<file path="src/rtl/cache_fill_fsm.sv">
// Block-fill sequencer shared by the I- and D-caches.
// Streams one aligned block from main memory into the missing cache.
module cache_fill_fsm #(
    parameter int MEM_LATENCY = 4,
    parameter int BLOCK_WORDS = 8
) (
    input  logic        clk,
    input  logic        rst,
    input  logic        i_miss,
    input  logic [15:0] i_miss_addr,
    input  logic        d_miss,
    input  logic [15:0] d_miss_addr,
    output logic        i_stall,
    output logic        d_stall,
    output logic        mem_en,
    output logic [15:0] mem_addr,
    input  logic        mem_data_valid,
    input  logic [15:0] mem_rdata,
    output logic        fill_we,
    output logic        fill_sel,
    output logic [15:0] fill_addr,
    output logic [15:0] fill_data,
    output logic        fill_last
);

    localparam int AW = $clog2(BLOCK_WORDS);
    localparam int CW = AW + 1;
    localparam int FW = (MEM_LATENCY > 1) ? $clog2(MEM_LATENCY) : 1;

    localparam logic [15:0]   LOW_MASK = 16'(BLOCK_WORDS - 1);
    localparam logic [CW-1:0] CNT_FULL = CW'(BLOCK_WORDS);
    localparam logic [CW-1:0] CNT_LAST = CW'(BLOCK_WORDS - 1);

    typedef enum logic [1:0] {
        S_FLUSH,
        S_IDLE,
        S_FETCH,
        S_DONE
    } state_t;

    state_t          r_state;
    logic [CW-1:0]   r_issue_cnt;
    logic [CW-1:0]   r_recv_cnt;
    logic [15:0]     r_base;
    logic            r_sel;
    logic [FW-1:0]   r_flush_cnt;

    logic            w_fetch;
    logic            w_issue;
    logic            w_fill;
    logic            w_last;
    logic            w_flush_done;
    logic            w_busy;
    logic [15:0]     w_issue_addr;
    logic [15:0]     w_fill_addr;

    assign w_fetch      = (r_state == S_FETCH);
    assign w_issue      = w_fetch && (r_issue_cnt != CNT_FULL);
    assign w_fill       = w_fetch && mem_data_valid
                          && (r_recv_cnt != CNT_FULL);
    assign w_last       = w_fill && (r_recv_cnt == CNT_LAST);
    assign w_flush_done = (int'(r_flush_cnt) + 1) >= MEM_LATENCY;

    // Base is block aligned, so OR-ing the offset can never carry.
    assign w_issue_addr = r_base | 16'(r_issue_cnt[AW-1:0]);
    assign w_fill_addr  = r_base | 16'(r_recv_cnt[AW-1:0]);

    // Reset masks the fill-owner term so only the raw misses stall.
    assign w_busy   = !rst && (r_state != S_IDLE);
    assign i_stall  = i_miss | (w_busy & ~r_sel);
    assign d_stall  = d_miss | (w_busy & r_sel);

    assign mem_en    = w_issue;
    assign mem_addr  = w_issue ? w_issue_addr : '0;
    assign fill_we   = w_fill;
    assign fill_last = w_last;
    assign fill_sel  = w_fill & r_sel;
    assign fill_addr = w_fill ? w_fill_addr : '0;
    assign fill_data = w_fill ? mem_rdata : '0;

    always_ff @(posedge clk or posedge rst) begin
        if (rst) begin
            r_state     <= S_FLUSH;
            r_issue_cnt <= '0;
            r_recv_cnt  <= '0;
            r_base      <= '0;
            r_sel       <= 1'b0;
            r_flush_cnt <= '0;
        end else begin
            case (r_state)
                S_FLUSH: begin
                    if (w_flush_done) begin
                        r_state     <= S_IDLE;
                        r_flush_cnt <= '0;
                    end else begin
                        r_flush_cnt <= r_flush_cnt + 1'b1;
                    end
                end
                S_IDLE: begin
                    r_issue_cnt <= '0;
                    r_recv_cnt  <= '0;
                    if (d_miss) begin
                        r_base  <= d_miss_addr & ~LOW_MASK;
                        r_sel   <= 1'b1;
                        r_state <= S_FETCH;
                    end else if (i_miss) begin
                        r_base  <= i_miss_addr & ~LOW_MASK;
                        r_sel   <= 1'b0;
                        r_state <= S_FETCH;
                    end
                end
                S_FETCH: begin
                    if (w_issue) begin
                        r_issue_cnt <= r_issue_cnt + 1'b1;
                    end
                    if (w_fill) begin
                        r_recv_cnt <= r_recv_cnt + 1'b1;
                        if (w_last) begin
                            r_state <= S_DONE;
                        end
                    end
                end
                S_DONE: begin
                    r_state <= S_IDLE;
                end
                default: begin
                    r_state <= S_FLUSH;
                end
            endcase
        end
    end

endmodule

</file>
<file path="config.mk">
export PLATFORM = sky130hd
export DESIGN_NAME = cache_fill_fsm
export DESIGN_NICKNAME = d
export VERILOG_FILES = /design/src/rtl/cache_fill_fsm.sv
export SDC_FILE = /design/constraint.sdc
export NUM_CORES = 1
export LEC_CHECK = 0
export ABC_AREA = 1
export BUFFER_PORTS_ARGS = -buffer_cell sky130_fd_sc_hd__buf_2
export CORE_MARGIN = 2
export CORE_UTILIZATION = 35
export CTS_CLUSTER_SIZE = 20
export DETAILED_ROUTE_END_ITERATION = 12
export PLACE_DENSITY = 0.67
export SLEW_MARGIN = 30
export SYNTH_ARGS = -nofsm -noshare
export SYNTH_HDL_FRONTEND = slang
export SYNTH_SLANG_ARGS = --single-unit
</file>
<file path="constraint.sdc">
create_clock -name clk -period 3.3 [get_ports clk]
set_input_delay 0.99 -clock clk [delete_from_list [all_inputs] [get_ports clk]]
set_output_delay 0.99 -clock clk [all_outputs]
set_load 0.02 [all_outputs]
</file>
==> impl_metrics.sql, run 1 <==
INSERT INTO impl_metrics (metric_group, metric, value, unit) VALUES
('power_and_ir_drop', 'worst_ir_drop_vdd', '0.000430', 'V'),
('worst_setup_path', 'timing.critical_path.from_type', 'register', ''),
('routing', 'detailroute.via_count', '1856', ''),
('synth', 'yosysWarningCount', '0', ''),
('cts', 'cts_hold_buf', '0', ''),
('floorplanning', 'rows', '26', ''),
('worst_setup_path', 'critical_path.n_buffers_inverters', '4', ''),
('routing', 'first_iter_violations', '79', ''),
('timing', 'final.setup_skew', '0.00330', 'ns'),
('grt', 'grt_antenna_before_repair', '0', ''),
('worst_setup_path', 'crit_required', '2.31', 'ns'),
('worst_setup_path', 'critical_path.slowest_cell', 'sky130_fd_sc_hd__dfrtp_1', ''),
('synth', 'yosysSeqAreaShare', '36.1', '%'),
('cts', 'post-cts-setup-buffer-count', '0', ''),
('routing', 'drt-total-wl', '4170', 'um'),
('timing', 'min_hold_slack', '0.481', 'ns'),
('cts', 'worst_skew_pair.late_latency', '0.27', 'ns'),
('synth', 'synth_area_per_cell', '6.73', 'sq um'),
('worst_setup_path', 'crit_type', 'register to primary output', ''),
('timing', 'relSlewSlack', '73.5', '%'),
('min_path', 'min_path_cells', '1', ''),
('floorplanning', 'die_y', '75.8', 'um'),
('cts', 'h_tree_level_count', '1', ''),
('layout', 'antennaDiodeCount', '0', ''),
('synth', 'synthTopCellsByArea', 'sky130_fd_sc_hd__dfrtp_1, sky130_fd_sc_hd__nor2_1, sky130_fd_sc_hd__nand2_1', ''),
('timing', 'least_margin_pin_slew', '0.397', 'ns'),
('status', 'outcome', 'finished, final reports clean', ''),
('worst_setup_path', 'setup.reg_to_reg.worst_slack', '1.44', 'ns'),
('floorplanning', 'design.portCount', '107', ''),
('timing', 'layout_worst_path_cycle_share', '91.1', '%'),
('power_and_ir_drop', 'combPwrFrac', '58.8', '%'),
('routing', 'dr.pass1.iters', '4', ''),
('worst_setup_path', 'critPathTopFamily', 'buffers and inverters', ''),
('power_and_ir_drop', 'power.leakage', '1.52', 'nW'),
('grt', 'grt_start_max_net_pins', '36', ''),
('floorplanning', 'floorplan.initialDensity', '35.8', '%'),
('synth', 'post_synth_inst_count', '268', ''),
('cts', 'max_buffers_root_to_sink', '2', ''),
('timing', 'max_freq', '332', 'MHz'),
('worst_setup_path', 'worstPathMaxFanout', '16', ''),
('power_and_ir_drop', 'p_sw_share', '48.7', '%'),
('timing', 'final_hold_viol_count', '0', ''),
('power_and_ir_drop', 'power_frac_seq', '30.1', '%'),
('routing', 'ant_nets', '0', ''),
('synth', 'netlist.area_leader.share', '36.1', '%'),
('worst_setup_path', 'cp-end-kind', 'primary output', ''),
('placement', 'port_buffers', '100', ''),
('layout', 'nNetsFinal', '428', ''),
('grt', 'via_count_of_the_first_global_routing_pass', '1603', ''),
('power_and_ir_drop', 'p_int', '0.000928', 'W'),
('floorplanning', 'fp.coreArea', '5040', 'sq um'),
('floorplanning', 'chipWidth', '75.8', 'um'),
('cts', 'cts_tree', 'yes', ''),
('grt', 'grt.total_usage', '15.4', '%'),
('timing', 'maxSlewViolCount', '0', ''),
('timing', 'totalNegativeSetupSlack', '0', 'ns'),
('cts', 'cts_resized', '0', ''),
('synth', 'netlist-cell-type-count', '23', ''),
('timing', 'rsz0062_at_grt', 'no', ''),
('timing', 'timing.final.setup_violations', '0', ''),
('timing', 'fin_crit', '3.01', 'ns'),
('worst_setup_path', 'timing.rr.start', 'r_state[0]', ''),
('run', 'drv_cap', '0', ''),
('routing', 'drc', '0', ''),
('power_and_ir_drop', 'power_density', '757', 'nW/um^2'),
('layout', 'final_cell_count_no_fill', '435', ''),
('worst_setup_path', 'worstSetupStartpoint', 'r_state[0]', ''),
('grt', 'grt.overflow.total', '0', ''),
('worst_setup_path', 'worst-r2r-cell-count', '9', ''),
('synth', 'mappedNetlistArea', '1800', 'sq um'),
('routing', 'wl_per_cell', '9.59', 'um');
registers in the layout, indices dropped and copies added (netlist names):
register,count
r_sel,1
r_base,13
r_flush_cnt,2
r_issue_cnt,4
r_recv_cnt,4
r_state,2
routing by layer:
metal | GRT usage, % | vias up | share of wire (%)
li1 | - | 995 | -
met1 | 19.5 | 778 | 46
met2 | 26.6 | 78 | 44
met3 | 3.31 | 5 | 9.6
met4 | 4.09 | 0 | 1.1
met5 | 0 | - | 0
stage by stage:
step	area, sq um	setup WS (ns)	total power [W]	utilization (%)
final	2390	0.292	0.00181	47.4
after global routing	2390	0.123	0.00204	47.4
after CTS	2390	0.254	0.00184	47.4
after detailed placement	2340	0.475	0.00163	46.4
after global placement	2340	0.541	0.00161	46.4
after floorplan	1800	0.104	0.00138	-
power by group through the flow:
stage | logic, W | clock network [W] | registers [W]
detailed placement | 0.00108 | 0 | 0.000550
global route | 0.00125 | 0.000222 | 0.000568
finish | 0.00107 | 0.000200 | 0.000546
global placement | 0.00106 | 0 | 0.000549
CTS | 0.00108 | 0.000211 | 0.000547
floorplan | 0.000845 | 0 | 0.000530
worst max-delay path by stage:
stage / endpoint / slack (ns) / cells past startpoint
floorplan: d_stall / 0.10 / 3
global placement: fill_addr[12] / 0.54 / 6
detailed placement: fill_sel / 0.47 / 6
CTS: mem_en / 0.25 / 6
global route: mem_en / 0.12 / 6
finish: mem_en / 0.29 / 6
cell usage after synthesis:
master                     number
sky130_fd_sc_hd__nor2_1        69
sky130_fd_sc_hd__o21ai_0        3
sky130_fd_sc_hd__dfrtp_1       26
sky130_fd_sc_hd__nand2_2        1
sky130_fd_sc_hd__ha_1           9
sky130_fd_sc_hd__nand2_4        3
sky130_fd_sc_hd__buf_2          5
sky130_fd_sc_hd__o21ai_1        5
sky130_fd_sc_hd__nand2_1       57
sky130_fd_sc_hd__buf_4          2
sky130_fd_sc_hd__nor3_1         2
sky130_fd_sc_hd__a21oi_1        2
sky130_fd_sc_hd__nand4_1        3
sky130_fd_sc_hd__nor2_4         1
sky130_fd_sc_hd__nand3_2        1
sky130_fd_sc_hd__nand3_1        5
sky130_fd_sc_hd__inv_2          3
sky130_fd_sc_hd__nor2_8         1
sky130_fd_sc_hd__buf_6          4
sky130_fd_sc_hd__o21bai_1       1
sky130_fd_sc_hd__a31oi_1       13
sky130_fd_sc_hd__or2_2          1
sky130_fd_sc_hd__inv_1         51
cells in the final DEF (no fill, tap or decap), types with 2 or more instances in the layout:
cell type                  Yosys  layout
sky130_fd_sc_hd__dfrtp_1      26      26
sky130_fd_sc_hd__nand3_1       5       5
sky130_fd_sc_hd__nor2_1       69      69
sky130_fd_sc_hd__nand2_4       3       3
sky130_fd_sc_hd__clkbuf_8      0       4
sky130_fd_sc_hd__inv_2         3       3
sky130_fd_sc_hd__inv_1        51      51
sky130_fd_sc_hd__o21ai_0       3       3
sky130_fd_sc_hd__a31oi_1      13      13
sky130_fd_sc_hd__o21ai_1       5       5
sky130_fd_sc_hd__nand4_1       3       3
sky130_fd_sc_hd__buf_4         2       4
sky130_fd_sc_hd__ha_1          9       9
sky130_fd_sc_hd__nand2_1      57      57
sky130_fd_sc_hd__nor3_1        2       2
sky130_fd_sc_hd__buf_2         5     100
sky130_fd_sc_hd__a21oi_1       2       2
kinds of logic after synthesis:
logic type | Yosys count | share of synthesized area, %
AO/OA/AOI/OAI | 24 | 7.70
AND/OR/NAND/NOR | 144 | 34.1
buffers and inverters | 65 | 15.9
adder cells (fa/ha/maj) | 9 | 6.24
flip-flops | 26 | 36.1
cell type report:
type | instances | area (sq um)
Inverter | 54 | 203
Sequential cell | 26 | 651
Timing Repair Buffer | 104 | 531
Tap cell | 70 | 87.6
Fill cell | 514 | 2650
Clock buffer | 4 | 55.1
Multi-Input combinational cell | 177 | 866
worst register-to-register path: stages (launching register included):
cell and delay, ns:
sky130_fd_sc_hd__dfrtp_1 0.42, sky130_fd_sc_hd__inv_1 0.09, sky130_fd_sc_hd__ha_1 0.40, sky130_fd_sc_hd__nand2_1 0.27
sky130_fd_sc_hd__buf_4 0.26, sky130_fd_sc_hd__inv_1 0.13, sky130_fd_sc_hd__nand2_1 0.06, sky130_fd_sc_hd__nand2_1 0.06
sky130_fd_sc_hd__inv_1 0.03, sky130_fd_sc_hd__nor2_1 0.08
Power figures use the tool's default switching activity.
==> run 2: changes to the inputs <==
--- a/config.mk
+++ b/config.mk
@@ -10,6 +10,6 @@
 export CORE_MARGIN = 2
-export CORE_UTILIZATION = 35
+export CORE_UTILIZATION = 38
 export CTS_CLUSTER_SIZE = 20
 export DETAILED_ROUTE_END_ITERATION = 12
-export PLACE_DENSITY = 0.67
+export PLACE_DENSITY = 0.71
 export SLEW_MARGIN = 30
==> constraint.sdc (replaced) <==
create_clock -name clk -period 3.3 [get_ports clk]
set_input_delay 0.165 -clock clk [delete_from_list [all_inputs] [get_ports clk]]
set_output_delay 0.165 -clock clk [all_outputs]
set_load 0.02 [all_outputs]
==> run 2 against run 1 <==
  * Hold slack lost 0.33 ns
  * Wire length shrank 2.6%
  * First-iteration DRC count grew 33%
  * Largest cell class unchanged
  * Highest routed layer unchanged
  * Utilization grew 3.2 points
  * Count of clock-buffer cells in the layout is the same
==> impl_metrics.sql, run 2 (synthesis gave the netlist of run 1 again) <==
INSERT INTO impl_metrics (metric_group, metric, value, unit) VALUES
('grt', 'grt.overflow.total', '0', ''),
('timing', 'layout_worst_path_cycle_share', '71.7', '%'),
('floorplanning', 'rows', '25', ''),
('cts', 'cts.reportedPaths.clkPinSlew', '0.09', 'ns'),
('cts', 'cts_resized', '0', ''),
('routing', 'viasPerCell', '4.47', ''),
('floorplanning', 'dieArea', '5320', 'sq um'),
('layout', 'antennaDiodeCount', '0', ''),
('placement', 'gpl.final_weighted_congestion', '0.741', ''),
('worst_setup_path', 'critical_path.n_buffers_inverters', '3', ''),
('worst_setup_path', 'crit_type', 'register to primary output', ''),
('timing', 'final_hold_viol_count', '0', ''),
('worst_setup_path', 'crit_path_max_incr_delay', '0.53', 'ns'),
('run', 'drv_cap', '0', ''),
('timing', 'min_hold_slack', '0.146', 'ns'),
('grt', 'grt.total_usage', '14.5', '%'),
('power_and_ir_drop', 'worst_ir_drop_vdd', '0.000452', 'V'),
('routing', 'detail_route.wirelength.met1', '1840', 'um'),
('layout', 'final_common_cell', 'sky130_fd_sc_hd__buf_2', ''),
('floorplanning', 'fp.coreArea', '4660', 'sq um'),
('floorplanning', 'die_y', '72.9', 'um'),
('worst_setup_path', 'worstPathMaxFanout', '22', ''),
('routing', 'drt-total-wl', '4060', 'um'),
('grt', 'global_route_wire_length_before_repair', '6120', 'um'),
('layout', 'max_ffs_per_register', '13', ''),
('worst_setup_path', 'crit_required', '3.13', 'ns'),
('layout', 'area_delta_synth_final', '30.8', '%'),
('worst_setup_path', 'worst_ep_arrival_time', '2.20', 'ns'),
('timing', 'totalNegativeSetupSlack', '0', 'ns'),
('routing', 'dr.max_layer_used', 'met4', ''),
('worst_setup_path', 'critPathTopFamily', 'buffers and inverters', ''),
('worst_setup_path', 'worstPathCellList', 'inv_1 -> ha_1 -> nand2_1 -> inv_1 -> buf_2', ''),
('routing', 'wl_per_cell', '9.74', 'um'),
('cts', 'max_buffers_root_to_sink', '2', ''),
('cts', 'worst_skew_pair.late_latency', '0.27', 'ns'),
('cts', 'h_tree_level_count', '1', ''),
('layout', 'largest_registers', 'r_base x13, r_issue_cnt x4, r_recv_cnt x4', ''),
('power_and_ir_drop', 'power.leakage', '1.51', 'nW'),
('routing', 'ant_nets', '0', ''),
('layout', 'final_layout_size_suffix_gt1_share', '32.0', '%'),
('timing', 'final.setup_skew', '0.00428', 'ns'),
('routing', 'first_iter_violations', '105', ''),
('min_path', 'min_path_type', 'primary input to register', ''),
('worst_setup_path', 'setup.reg_to_reg.worst_slack', '1.25', 'ns'),
('routing', 'detailroute.via_count', '1866', ''),
('layout', 'nNetsFinal', '426', ''),
('placement', 'port_buffers', '100', ''),
('timing', 'maxSlewViolCount', '0', ''),
('routing', 'dr_wl_met2', '1890', 'um'),
('timing', 'timing.final.setup_violations', '0', ''),
('power_and_ir_drop', 'power_density', '764', 'nW/um^2'),
('routing', 'met3WireLength', '311', 'um'),
('floorplanning', 'design.portCount', '107', ''),
('routing', 'dr.pass1.iters', '4', ''),
('routing', 'drc', '0', ''),
('worst_setup_path', 'timing.critical_path.from_type', 'register', ''),
('layout', 'multiInputGateArea', '866', 'sq um'),
('timing', 'relSlewSlack', '51.1', '%'),
('floorplanning', 'floorplan.initialDensity', '38.7', '%'),
('grt', 'grt_start_max_net_pins', '36', ''),
('cts', 'number_of_clock_sinks', '26', ''),
('timing', 'max_freq', '422', 'MHz'),
('timing', 'rsz0062_at_grt', 'no', ''),
('worst_setup_path', 'cp-end-kind', 'primary output', ''),
('layout', 'most-common-layout-cells', 'sky130_fd_sc_hd__buf_2, sky130_fd_sc_hd__nor2_1, sky130_fd_sc_hd__nand2_1', ''),
('cts', 'tritoncts_buffers', '3', ''),
('cts', 'cts_root_buf', 'sky130_fd_sc_hd__clkbuf_8', ''),
('layout', 'ff_latch_area', '651', 'sq um'),
('placement', 'dp_wirelength', '3060', 'um'),
('timing', 'fin_crit', '2.37', 'ns'),
('cts', 'cts_tree', 'yes', ''),
('worst_setup_path', 'critPathMostFrequentCell', 'sky130_fd_sc_hd__inv_1', ''),
('status', 'outcome', 'finished, final reports clean', ''),
('grt', 'via_count_of_the_first_global_routing_pass', '1439', ''),
('timing', 'least_margin_pin_slew', '0.732', 'ns'),
('floorplanning', 'chipWidth', '72.9', 'um'),
('layout', 'max_flop_register', 'r_base', ''),
('layout', 'filler_cell_count', '464', ''),
('grt', 'grt_antenna_before_repair', '0', ''),
('worst_setup_path', 'critical_path.slowest_cell', 'sky130_fd_sc_hd__nand2_1', '');
## run 2: final timing paths
| check | from | to | depth (start not counted) |
|---|---|---|---|
| min in group asynchronous | rst | r_recv_cnt[0] | 4 |
| hold reg to reg | r_flush_cnt[1] | r_flush_cnt[1] | 2 |
| hold / removal | i_miss_addr[11] | r_base[11] | 3 |
| setup reg to reg | r_state[0] | r_issue_cnt[3] | 8 |
| max in group asynchronous | rst | r_base[9] | 4 |
| setup / recovery | r_state[0] | mem_en | 5 |
## run 2: tightest hold or removal path, stage by stage
cell and delay, ns:
sky130_fd_sc_hd__buf_2 0.09, sky130_fd_sc_hd__nand2_1 0.05, sky130_fd_sc_hd__a31oi_1 0.07
## run 2: layout make-up
class	instances	share of cell area [%]
Timing Repair Buffer	102	22.0
Tap cell	54	2.86
Clock buffer	4	2.33
Multi-Input combinational cell	177	36.7
Inverter	54	8.59
Sequential cell	26	27.6
## run 2: timing repair
action / in CTS / in global routing
hold buffers: 1 / 0
hold endpoints to repair: 26 / 0
buffers inserted: 0 / 0
## run 2: metrics by stage
| step | power, W | utilization [%] | area (sq um) | setup slack (ns) | std cells |
|---|---|---|---|---|---|
| after floorplan | 0.00138 | - | 1800 | 1.75 | 268 |
| after global placement | 0.00159 | 49.2 | 2290 | 1.24 | 412 |
| after detailed placement | 0.00162 | 49.2 | 2290 | 1.18 | 412 |
| after CTS | 0.00182 | 50.6 | 2360 | 0.870 | 417 |
| after global routing | 0.00198 | 50.6 | 2360 | 0.674 | 417 |
| final | 0.00180 | 50.6 | 2360 | 0.932 | 417 |
## run 2: per-layer routing
layer / vias up / global-route usage (%)
met5: - / 0
met4: 0 / 2.67
met3: 2 / 3.45
met2: 69 / 26.0
met1: 808 / 17.9
li1: 987 / -
## run 2: where the power goes
| group | switching, W | leakage [nW] | internal (W) |
|---|---|---|---|
| Sequential | 0.0000851 | 0.312 | 0.000460 |
| Clock | 0.0000974 | 0.0288 | 0.000107 |
| Combinational | 0.000702 | 1.17 | 0.000353 |
| Total | 0.000884 | 1.51 | 0.000919 |
